**src/rtl/uart_transmitter.sv**
```systemverilog
// 8N1 UART transmitter with a power-of-two byte FIFO, paced by an external baud_tick.
// Optional even parity bit: define UART_TX_PARITY_EN.
module uart_transmitter #(
  parameter int FIFO_DEPTH = 4
) (
  input  logic       clk,
  input  logic       rst,
  input  logic       baud_tick,
  input  logic [7:0] i_data,
  input  logic       i_data_valid,
  output logic       o_ready,
  output logic       txd,
  output logic       o_busy
);
  localparam int AW = (FIFO_DEPTH > 1) ? $clog2(FIFO_DEPTH) : 1;

  typedef enum logic [2:0] {
    IDLE   = 3'd0,
    START  = 3'd1,
    DATA   = 3'd2,
`ifdef UART_TX_PARITY_EN
    PARITY = 3'd3,
`endif
    STOP   = 3'd4
  } state_t;

  state_t        state;
  logic [7:0]    mem [FIFO_DEPTH];
  logic [AW-1:0] wptr, rptr;
  logic [AW:0]   count;
  logic [2:0]    bit_cnt;
  logic [7:0]    shreg;
  logic          full, push, pop;

  assign full    = (count == FIFO_DEPTH[AW:0]);
  assign o_ready = !full;
  assign push    = i_data_valid && !full;
  // Head is only consumed at a frame boundary, so the in-flight byte is stable.
  assign pop     = baud_tick && (count != '0) && ((state == IDLE) || (state == STOP));
  assign o_busy  = (state != IDLE) || (count != '0);

  always_ff @(posedge clk) begin
    if (push) mem[wptr] <= i_data;
  end

  always_ff @(posedge clk or posedge rst) begin
    if (rst) begin
      wptr  <= '0;
      rptr  <= '0;
      count <= '0;
    end else begin
      if (push) wptr <= wptr + 1'b1;
      if (pop)  rptr <= rptr + 1'b1;
      case ({push, pop})
        2'b10:   count <= count + 1'b1;
        2'b01:   count <= count - 1'b1;
        default: count <= count;
      endcase
    end
  end

  always_ff @(posedge clk or posedge rst) begin
    if (rst) begin
      state   <= IDLE;
      txd     <= 1'b1;
      bit_cnt <= '0;
      shreg   <= '0;
    end else begin
      case (state)
        IDLE: begin
          if (pop) begin
            shreg   <= mem[rptr];
            txd     <= 1'b0;
            bit_cnt <= '0;
            state   <= START;
          end else begin
            txd <= 1'b1;
          end
        end
        START: begin
          if (baud_tick) begin
            txd   <= shreg[0];
            state <= DATA;
          end
        end
        DATA: begin
          if (baud_tick) begin
            if (bit_cnt != 3'd7) begin
              bit_cnt <= bit_cnt + 3'd1;
              txd     <= shreg[bit_cnt + 3'd1];
            end else begin
`ifdef UART_TX_PARITY_EN
              txd   <= ^shreg;
              state <= PARITY;
`else
              txd   <= 1'b1;
              state <= STOP;
`endif
            end
          end
        end
`ifdef UART_TX_PARITY_EN
        PARITY: begin
          if (baud_tick) begin
            txd   <= 1'b1;
            state <= STOP;
          end
        end
`endif
        STOP: begin
          if (pop) begin
            shreg   <= mem[rptr];
            txd     <= 1'b0;
            bit_cnt <= '0;
            state   <= START;
          end else if (baud_tick) begin
            txd   <= 1'b1;
            state <= IDLE;
          end
        end
        default: begin
          txd   <= 1'b1;
          state <= IDLE;
        end
      endcase
    end
  end
endmodule

```
**config.mk**
```make
export PLATFORM = sky130hd
export DESIGN_NAME = uart_transmitter
export DESIGN_NICKNAME = d
export VERILOG_FILES = /design/src/rtl/uart_transmitter.sv
export SDC_FILE = /design/constraint.sdc
export NUM_CORES = 1
export LEC_CHECK = 0
export BUFFER_PORTS_ARGS = -buffer_cell sky130_fd_sc_hd__buf_2
export CAP_MARGIN = 30
export CORE_ASPECT_RATIO = 0.8
export CORE_UTILIZATION = 55
export CTS_CLUSTER_SIZE = 16
export DETAILED_ROUTE_END_ITERATION = 10
export GPL_TIMING_DRIVEN = 0
export PLACE_DENSITY = 0.74
export SLEW_MARGIN = 15
export SYNTH_ARGS = -nofsm -noshare
export SYNTH_HDL_FRONTEND = slang
export SYNTH_SLANG_ARGS = --single-unit
```
**constraint.sdc**
```tcl
create_clock -name clk -period 2.4 [get_ports clk]
set_input_delay 0.12 -clock clk [delete_from_list [all_inputs] [get_ports clk]]
set_output_delay 0.12 -clock clk [all_outputs]
set_load 0.01 [all_outputs]
```
After elaboration in Yosys (flattened, before gate mapping)
Memories as Yosys holds them, arrays and structs flattened. A register that Yosys moved wholly into a read port is not among the register bits. Cells that the tools add are included.

Order comparisons: 1. Reductions and logical operators: 16. $add $sub $neg: 5. Multiplexer cells: 23. Equal/unequal tests: 14.

Operator list (count): $mux W3 (9); $pmux W3 S2 (2); $pmux W3 S4 (1); $ne A2 B2 Y1 const B (5); $mux W1 (9); $add A3 B1 Y3 const B (2); $eq A3 B3 Y1 const B (2); $ne A3 B3 Y1 const B (2); $reduce_bool A3 Y1 (2); $reduce_and A5 Y1 (1); $add A2 B1 Y2 const B (2); $lt A3 B4 Y1 const B (1); $pmux W1 S4 (1); $reduce_and A4 Y1 (1); $reduce_bool A2 Y1 (2); $bmux W1 S3 (1); $eq A3 B1 Y1 const B (1); $eq A3 B2 Y1 const B (1); $logic_and A1 B1 Y1 (3); $logic_not A3 Y1 (1); $reduce_and A3 Y1 (1); $sub A3 B1 Y3 const B (1); $eq A2 B1 Y1 const B (1); $eq A2 B2 Y1 const B (1); 5 further kinds (6).

Memories kept: 1. Bits in registers: 14. Bits in writable memories: 32. Input bits: 12. Output and inout port bits: 3.

Memories: mem (words 4, width 8, read ports 1, clocked after memory_dff 1, write ports 1, RTL line 28) `logic [7:0] mem [FIFO_DEPTH];`.

Depth between registers and ports, before layout
Gate-level depths: netlist of run 1.

Word-level depth: 6. Depth in mapped cells: 11. Depth with buffers taken out: 10.

Worst setup path before layout of run 1
OpenSTA, ideal clock, no wires.

Path kind: reg2reg. Start: register state[1]. End: register count[2]. Cell stages (with the launch flop): 12. Clock period less this slack: 2.111 ns. Path slack: 0.289 ns. Buffers on the path: 3. Setup time: 0.079 ns. Arrival: 2.032 ns. Cells stage by stage: dfrtp_1 > buf_2 > nor2_1 > and3_1 > buf_6 > buf_12 > ha_1 > inv_1 > fa_1 > xor2_1 > nor2_1 > xor2_1.

Longest elaborated chain between the ends: 5. Elaborated cells on any way between the ends: 8. Classes of those cells: eq/ne (3); mux (1); reduce/logical (4).

RTL lines: from (decl) (RTL line 27) `state_t state;`; from (signal assigned) (RTL line 64) `state <= IDLE;`; from (signal assigned) (RTL line 75) `state <= START;`; from (signal assigned) (RTL line 83) `state <= DATA;`; $eq A3 B3 Y1 / $logic_not A3 Y1 (equally long branches) (RTL line 39) `assign pop = baud_tick && (count != '0) && ((state == IDLE) || (state == STOP));`; $logic_or A1 B1 Y1 * (RTL line 39); $logic_and A1 B1 Y1 * (RTL line 39); named net pop (RTL line 33) `logic full, push, pop;`; $eq A2 B1 Y1 / $eq A2 B2 Y1 (equally long branches) (RTL line 54) `case ({push, pop})`; $pmux W3 S2 / $reduce_bool A2 Y1 (equally long branches); to (signal assigned) (RTL line 55) `2'b10: count <= count + 1'b1;`; to (signal assigned) (RTL line 56) `2'b01: count <= count - 1'b1;`; to (signal assigned) (RTL line 57) `default: count <= count;`; to (decl) (RTL line 30) `logic [AW:0] count;`.

Mark *: on every way through the listed nets, which the timed path passes. The rest lies on a longest branch. A chain may end at the register's enable or synchronous reset.

Worst setup path in the final report of run 1
Ends and elaborated chain as after synthesis.

==> impl_metrics.toml, run 1 <==
[min_path]
hp-start = "i_data[6]"
holdPathEnd = "mem[1][6]$_DFFE_PP_"
min-delay-path-class = "input pin to flip-flop"
worstHoldPathCells = 1

[floorplan]
die_w_um = 75.7
ios = 15
dieArea_mm2 = 0.00462
initial_core_util_pct = 57.2
rows = 21
coreArea_mm2 = 0.00418
fp.dieH_um = 61.0

[synthesis]
synth-compound-area-share_pct = 2.15
synth-simple-area-share_pct = 7.69
synth_top_family_by_area = "multiplexers"
synth_area_mm2 = 0.00239
synth_seq_cells = 54
muxShareOfSynthArea_pct = 15.9
synthXorXnorAreaFrac_pct = 2.56
syn-num-nets = 174
syn_area_per_cell_um2 = 15.5
ys_warn_count = 0
ys_seq_area_share_pct = 63.3
syn-instance-count = 154
synth.distinct_cells = 33
synth-adder-area-share_pct = 4.50

[sta]
period_needed_ns = 2.20
slew_headroom_pct = 47.1
finalClockSkew_ns = 0.00745
slew_viol_final = 0
setup_viol = 0
rsz0062_at_grt = "no"
layout_worst_path_cycle_share_pct = 91.7
tightest_slew_ns = 0.792
layout_setup_ws_ns = 0.199
hold_viol_final = 0
max_freq_mhz = 454
whs_ns = 0.0197
setup_tns_ns = 0

[layout]
utilization_pct = 63.0
area_delta_synth_final_pct = 10.2
insertedDiodeCount = 0
layout_commonest_cell = "edfxtp_1"
final_cell_mix = "edfxtp_1, dfrtp_1, buf_2"
final_area_mm2 = 0.00263
nets = 195
drive_above_1_share_pct = 27.8
final_cells = 233

[worst_setup_path]
cp_cell_sequence = "buf_2 > nor2_4 > and3_1 > buf_6 > buf_12 > ha_1 > inv_1 > fa_1 > xor2_1 > nor2_1 > xor2_1"
worst_ep_arrival_time_ns = 2.43
cp_common_cell = "xor2_1"
critical_path.slowest_cell = "dfrtp_1"
reg2reg_depth = 11
reg2reg_setup_slack_ns = 0.20
rr_startpoint = "state[1]$_DFFE_PP0P_"
end_kind = "flip-flop"
cp.required_ns = 2.63
crit_type = "flip-flop to flip-flop"
cpPeakStageDelay_ns = 0.37
crit_fanout = 10
worstSetupStartpointType = "flip-flop"
r2r-end = "count[2]$_DFFE_PP0P_"

[grt]
antenna_found_initial = 0
gr-total-overflow = 0
grt_pass1_vias = 1262
grt_usage_pct = 18.4
grt_pass1_wl_mm = 5.77
grt_max_degree = 23

[clock_network]
cts_buffers = 5
cts_root_buf = "clkbuf_8"
htree_levels = 2
cts_tree = "done"
cts.path.max_buffers = 2
cts.clk_slew.worst_paths_ns = 0.10
clock_latency_ns = 0.31
clkSinkCount = 54

[power]
irDropWorstVdd_mv = 0.600
totalPowerFinal_mw = 3.10
p_leak_nw = 1.03
p_per_area_mw_per_mm2 = 1180

[placed_design]
placed_area_mm2 = 0.00253
post-place-ws_ns = 0.102
place_inst = 224
portBuffers = 13
gp_congestion = 0.790
dp_hpwl_mm = 2.60

[detailed_routing]
wirelength_mm = 3.58
dr.pass1.iters = 5
vias = 1240
drc = 0
final_antenna_net_count = 0
wl_per_cell_um = 15.4
vias_per_cell = 5.32
drt-initial-drc-count = 48

[outcome]
status = "completed"

[flow_run]
cap_violations = 0
[power by group]
part	leakage (nW)	switching (mW)	internal (mW)
clock network	0.0422	0.289	0.206
registers	0.559	0.139	1.29
logic	0.433	0.560	0.615
total	1.03	0.989	2.11
[cell usage after synthesis, drive strengths merged]
| cell type | n | area [um^2] |
|---|---|---|
| a21oi | 4 | 20.0 |
| a31oi | 1 | 6.26 |
| a32o | 1 | 10.0 |
| and2 | 1 | 6.26 |
| and3 | 5 | 31.3 |
| buf | 8 | 60.1 |
| clkbuf | 1 | 3.75 |
| dfrtp | 21 | 526 |
| dfstp | 1 | 26.3 |
| edfxtp | 32 | 961 |
| fa | 1 | 20.0 |
| ha | 7 | 87.6 |
| inv | 8 | 30.0 |
| mux2 | 10 | 128 |
| mux2i | 5 | 50.1 |
| mux4 | 9 | 203 |
| nand2 | 6 | 22.5 |
| nand2b | 4 | 25.0 |
| nand3 | 2 | 10.0 |
| nand3b | 2 | 15.0 |
| nor2 | 8 | 30.0 |
| nor3 | 3 | 15.0 |
| nor3b | 1 | 7.51 |
| nor4 | 1 | 6.26 |
| o21ai | 3 | 15.0 |
| or3 | 1 | 6.26 |
| or3b | 1 | 8.76 |
| xnor2 | 4 | 35.0 |
| xor2 | 3 | 26.3 |
[critical path, delay by kind of cell, from the launching register on]
kind,cells,cell delay [ns]
xor+xnor,2,0.30
buf+inv,4,0.50
fa+ha+maj,2,0.54
flops,1,0.37
simple gates,3,0.41
[what timing repair did]
| action | in CTS | in global routing |
|---|---|---|
| setup endpoints to repair | 0 | 1 |
| hold buffers | 1 | 0 |
| hold endpoints to repair | 21 | 0 |
| gates resized for setup | 0 | 2 |
| setup buffers | 0 | 0 |
[layer usage]
metal	wire [um]	up-vias	track usage, %
li1	-	596	-
met1	1590	614	22.5
met2	1830	25	31.1
met3	115	5	4.98
met4	45	0	8.47
met5	0	-	0
[layout make-up]
type,count,area [um^2]
tap,57,71.3
timing repair buffer,14,75.1
clock inverter,3,20.0
sequential,54,1510
fill,292,1540
multi-input combinational,83,792
clock buffer,5,68.8
inverter,8,30.0
buffer,9,63.8
[sequential cells by signal, indices dropped and copies added, names as in the netlist]
signal,cells
rptr,2
mem,32
count,3
wptr,2
bit_cnt,3
shreg,8
state,3
txd,1
[worst max path at each step]
| stage | startpoint | to | slack, ns | cells past startpoint |
|---|---|---|---|---|
| 5_1_grt | state[1]$_DFFE_PP0P_ | count[2]$_DFFE_PP0P_ | 0.05 | 11 |
| 2_1_floorplan | state[1]$_DFFE_PP0P_ | count[2]$_DFFE_PP0P_ | 0.29 | 11 |
| 4_1_cts | state[1]$_DFFE_PP0P_ | count[2]$_DFFE_PP0P_ | 0.08 | 11 |
| 3_3_place_gp | state[1]$_DFFE_PP0P_ | count[2]$_DFFE_PP0P_ | 0.18 | 11 |
| 3_5_place_dp | state[1]$_DFFE_PP0P_ | count[2]$_DFFE_PP0P_ | 0.10 | 11 |
| 6_report | state[1]$_DFFE_PP0P_ | count[2]$_DFFE_PP0P_ | 0.20 | 11 |
[cell families after synthesis]
group,count (synthesis)
and+or+nand+nor,35
adders and majority gates,8
buffers and inverters,17
xor gates and xnor gates,7
AOI/OAI and AO/OA,9
muxes,24
DFF,54
Note: power is estimated with default switching activity, not from simulation.
==> inputs of run 2 (changes only) <==
CORE_ASPECT_RATIO = unset   (was 0.8)
CORE_MARGIN = 2   (was unset)
==> run 2 against run 1 <==
  * Die area grew 5.9%
  * Setup slack got worse by 0.053 ns
  * Sequential share of layout area decreased by 0.97 points
  * Hold slack better by 0.011 ns
  * Sequential power about the same
  * Clock power rose by 21%
  * Utilization increased by 2.5 points
  * Global-route usage fell by 0.62 points
  * Critical path depth unchanged
  * Register-to-register slack worse by 0.05 ns
  * Cell count shrank 2.6%
  * Clock skew rose by 0.0012 ns
  * Largest power group unchanged
==> impl_metrics.toml, run 2 (same netlist as run 1, synthesis figures left out) <==
[grt]
grt_max_degree = 23
grt_pass1_wl_mm = 6.53
grt_pass1_vias = 1349
antenna_found_initial = 0
grt_usage_pct = 17.8
gr-total-overflow = 0

[detailed_routing]
drc = 0
vias = 1259
final_antenna_net_count = 0
dr.pass1.iters = 4
vias_per_cell = 5.55
wl_per_cell_um = 17.1
drt-initial-drc-count = 73
wirelength_mm = 3.88

[floorplan]
die_w_um = 69.9
dieArea_mm2 = 0.00489
rows = 23
ios = 15
fp.dieH_um = 69.9
coreArea_mm2 = 0.00409
initial_core_util_pct = 58.5

[worst_setup_path]
end_kind = "flip-flop"
cp.required_ns = 2.62
crit_fanout = 10
crit_type = "flip-flop to flip-flop"
worst_ep_arrival_time_ns = 2.48
cpPeakStageDelay_ns = 0.38
critical_path.slowest_cell = "dfrtp_1"
cp_common_cell = "xor2_1"
worstSetupStartpointType = "flip-flop"
cp_cell_sequence = "buf_4 > nor2_4 > and3_1 > buf_6 > buf_12 > ha_1 > inv_1 > fa_1 > xor2_1 > nor2_1 > xor2_1"

[outcome]
status = "completed"

[layout]
insertedDiodeCount = 0
final_cell_mix = "edfxtp_1, dfrtp_1, buf_2"
top_regs = "mem: 32 flops, shreg: 8 flops"
layout_commonest_cell = "edfxtp_1"
largest_reg_flops = 32
fill_cells = 306
nets = 196
final_cells = 227
area_delta_synth_final_pct = 12.0
drive_above_1_share_pct = 28.8
largest_register = "mem"

[sta]
finalClockSkew_ns = 0.00862
period_needed_ns = 2.25
layout_worst_path_cycle_share_pct = 93.9
hold_viol_final = 0
setup_tns_ns = 0
slew_headroom_pct = 50.6
layout_setup_ws_ns = 0.146
max_freq_mhz = 444
rsz0062_at_grt = "no"
tightest_slew_ns = 0.734
whs_ns = 0.0303
slew_viol_final = 0
setup_viol = 0

[clock_network]
cts.clk_slew.worst_paths_ns = 0.10
cts_root_buf = "clkbuf_8"
cts_buffers = 5
cts_setup_buffers = 0
clkSinkCount = 54
htree_levels = 2
cts.path.max_buffers = 2
cts_tree = "done"
clock_latency_ns = 0.30

[power]
irDropWorstVdd_mv = 0.676
totalPowerFinal_mw = 3.24
p_per_area_mw_per_mm2 = 1210
p_leak_nw = 1.06

[placed_design]
place_inst = 217
portBuffers = 13
post-place-ws_ns = 0.0705
gp_congestion = 0.816
dp_hpwl_mm = 2.72

[min_path]
min-delay-path-class = "input pin to flip-flop"

[flow_run]
cap_violations = 0
==> run 2: routing by layer <==
metal	up-vias	global-route usage [%]	part of all wire (%)
met5	-	0	0
met4	0	6.84	1.1
met3	4	4.04	3.2
met2	27	30.6	52
met1	631	22.0	43
li1	597	-	-
==> run 2: layout make-up <==
cell class	count	area, um^2	area share (%)
Sequential cell	54	1510	56.5
Multi-Input combinational cell	83	792	29.6
Timing Repair Buffer	15	103	3.83
Clock buffer	5	68.8	2.57
Buffer	9	66.3	2.48
Tap cell	50	62.6	2.34
Clock inverter	3	43.8	1.63
Inverter	8	30.0	1.12
==> run 2: stage by stage <==
step	instance area, um^2	utilization [%]
3_5_place_dp	2520	61.6
3_3_place_gp	2520	61.6
2_1_floorplan	2390	-
6_report	2680	65.6
5_1_grt	2680	65.6
4_1_cts	2630	64.4
==> run 2: critical path: cells and delay by family (launching register included) <==
family / cells / cell delay, ns
flops: 1 / 0.38
fa+ha+maj: 2 / 0.55
xor+xnor: 2 / 0.32
simple gates: 3 / 0.43
buf+inv: 4 / 0.50
==> run 2: power by group <==
part           total (mW)  internal (mW)  switching (mW)
clock               0.601          0.313           0.288
sequential           1.43           1.29           0.145
combinational        1.20          0.625           0.577
total                3.24           2.23            1.01
==> run 2: path summary, 6_finish.rpt <==
path	start	to	slack, ns	cells past startpoint
setup / recovery	state[1]$_DFFE_PP0P_	count[2]$_DFFE_PP0P_	0.15	11
hold / removal	i_data[4]	mem[1][4]$_DFFE_PP_	0.03	1
setup reg to reg	state[1]$_DFFE_PP0P_	count[2]$_DFFE_PP0P_	0.15	11
hold reg to reg	shreg[1]$_DFFE_PP0P_	shreg[1]$_DFFE_PP0P_	0.52	1
max in group asynchronous	rst	txd$_DFFE_PP1P_	1.60	4
min in group asynchronous	rst	state[0]$_DFFE_PP0P_	0.32	3
==> run 2: timing repair <==
action,4_1_cts,5_1_grt
resized for setup,0,4
endpoints found under the hold margin,0,6
setup endpoints to repair,0,1
hold buffers,0,1
==> inputs of run 3 (changes only) <==
BUFFER_PORTS_ARGS = unset   (was -buffer_cell sky130_fd_sc_hd__buf_2)
CTS_BUF_LIST = sky130_fd_sc_hd__clkbuf_4 sky130_fd_sc_hd__clkbuf_8   (was unset)
DONT_BUFFER_PORTS = 1   (was unset)
PLACE_DENSITY = 0.71   (was 0.74)
==> run 3 against run 2 <==
  * Sequential share of layout area is 0.21 points higher
  * Critical path depth stayed put
  * Count of clock-buffer cells in the layout stayed put
  * Die area stayed put
  * Critical endpoint unchanged
==> impl_metrics.toml, run 3 (same netlist as run 1, synthesis figures left out) <==
[worst_setup_path]
worstSetupStartpointType = "flip-flop"
critical_path.slowest_cell = "fa_1"
crit_type = "flip-flop to flip-flop"
worst_ep_arrival_time_ns = 2.48
cpPeakStageDelay_ns = 0.38
cp.required_ns = 2.64
cp_cell_sequence = "buf_2 > nor2_2 > and3_1 > buf_6 > buf_12 > ha_1 > inv_1 > fa_1 > xor2_1 > nor2_1 > xor2_1"
cp_common_cell = "xor2_1"
critPathTopFamily = "adder cells"
crit_fanout = 10
worst-path-buf-inv = 4
end_kind = "flip-flop"

[grt]
grt_usage_pct = 17.3
gr-total-overflow = 0
grt_pass1_wl_mm = 6.38
grt_pass1_vias = 1323
antenna_found_initial = 0
grt_max_degree = 23

[sta]
hold_viol_final = 0
layout_worst_path_cycle_share_pct = 93.4
finalClockSkew_ns = 0.0106
period_needed_ns = 2.24
slew_headroom_pct = 50.4
max_freq_mhz = 446
setup_tns_ns = 0
rsz0062_at_grt = "no"
setup_viol = 0
whs_ns = 0.111
slew_viol_final = 0
tightest_slew_ns = 0.737

[floorplan]
die_w_um = 69.9
rows = 23
initial_core_util_pct = 58.5
ios = 15
dieArea_mm2 = 0.00489
coreArea_mm2 = 0.00409
fp.dieH_um = 69.9

[placed_design]
place_inst = 204
dp_hpwl_mm = 2.58
placed_area_mm2 = 0.00245
portBuffers = 0
gp_congestion = 0.794

[clock_network]
cts_tree = "done"
clkSinkCount = 54
cts_buffers = 5
cts.path.max_buffers = 2
cts_setup_buffers = 0
htree_levels = 2
cts_root_buf = "clkbuf_8"
cts.clk_slew.worst_paths_ns = 0.10
clock_latency_ns = 0.30

[detailed_routing]
wl_per_cell_um = 16.5
wirelength_mm = 3.67
drc = 0
drt-initial-drc-count = 30
vias = 1237
dr.pass1.iters = 4
final_antenna_net_count = 0
vias_per_cell = 5.57

[power]
p_leak_nw = 1.03
p_per_area_mw_per_mm2 = 1160
totalPowerFinal_mw = 3.09
irDropWorstVdd_mv = 0.638

[layout]
largest_reg_flops = 32
layout_commonest_cell = "edfxtp_1"
nets = 191
largest_register = "mem"
drive_above_1_share_pct = 22.7
fill_cells = 286
final_area_mm2 = 0.00267
area_delta_synth_final_pct = 11.6
final_cells = 222
insertedDiodeCount = 0
final_cell_mix = "edfxtp_1, dfrtp_1, mux4_2, dlygate4sd3_1, inv_1"
top_regs = "mem: 32 flops, shreg: 8 flops"

[flow_run]
cap_violations = 0

[outcome]
status = "completed"

[min_path]
min-delay-path-class = "input pin to flip-flop"
## run 3: per-stage QoR
step	setup WS, ns	util (%)
final	0.158	65.3
after global routing	0.0366	65.3
after CTS	0.0718	64.5
after detailed placement	0.108	60.0
after global placement	0.174	60.0
after floorplan	0.289	-
## run 3: final timing paths
check | start | to | slack (ns) | cells past startpoint
setup / recovery | state[1]$_DFFE_PP0P_ | count[2]$_DFFE_PP0P_ | 0.16 | 11
hold / removal | i_data_valid | wptr[0]$_DFFE_PP0P_ | 0.11 | 2
setup reg to reg | state[1]$_DFFE_PP0P_ | count[2]$_DFFE_PP0P_ | 0.16 | 11
hold reg to reg | shreg[2]$_DFFE_PP0P_ | shreg[2]$_DFFE_PP0P_ | 0.52 | 1
max in group asynchronous | rst | txd$_DFFE_PP1P_ | 1.83 | 3
min in group asynchronous | rst | wptr[1]$_DFFE_PP0P_ | 0.16 | 2
## run 3: area by class of cell
class                           instances  area [um^2]  share of cell area [%]
Buffer                                  9         63.8                    2.39
Clock buffer                            5         68.8                    2.58
Clock inverter                          3         21.3                   0.797
Inverter                                8         30.0                    1.13
Multi-Input combinational cell         83          792                    29.7
Sequential cell                        54         1510                    56.7
Tap cell                               50         62.6                    2.34
Timing Repair Buffer                   10          118                    4.41
## run 3: repair_timing
action	CTS	global route
resized for setup	0	2
hold buffers	9	0
endpoints found under the setup margin	0	1
endpoints found under the hold margin	53	0
## run 3: routing by layer
metal / track usage, % / part of all wire [%] / vias up
met1: 21.6 / 42 / 622
li1: - / - / 590
met5: 0 / 0 / -
met4: 5.56 / 0.93 / 0
met2: 29.2 / 54 / 21
met3: 5.05 / 3.2 / 4
## run 3: where the power goes
group | internal, mW | total, mW | switching (mW)
Sequential | 1.29 | 1.43 | 0.142
Combinational | 0.609 | 1.17 | 0.557
Clock | 0.205 | 0.493 | 0.287
Total | 2.10 | 3.09 | 0.987
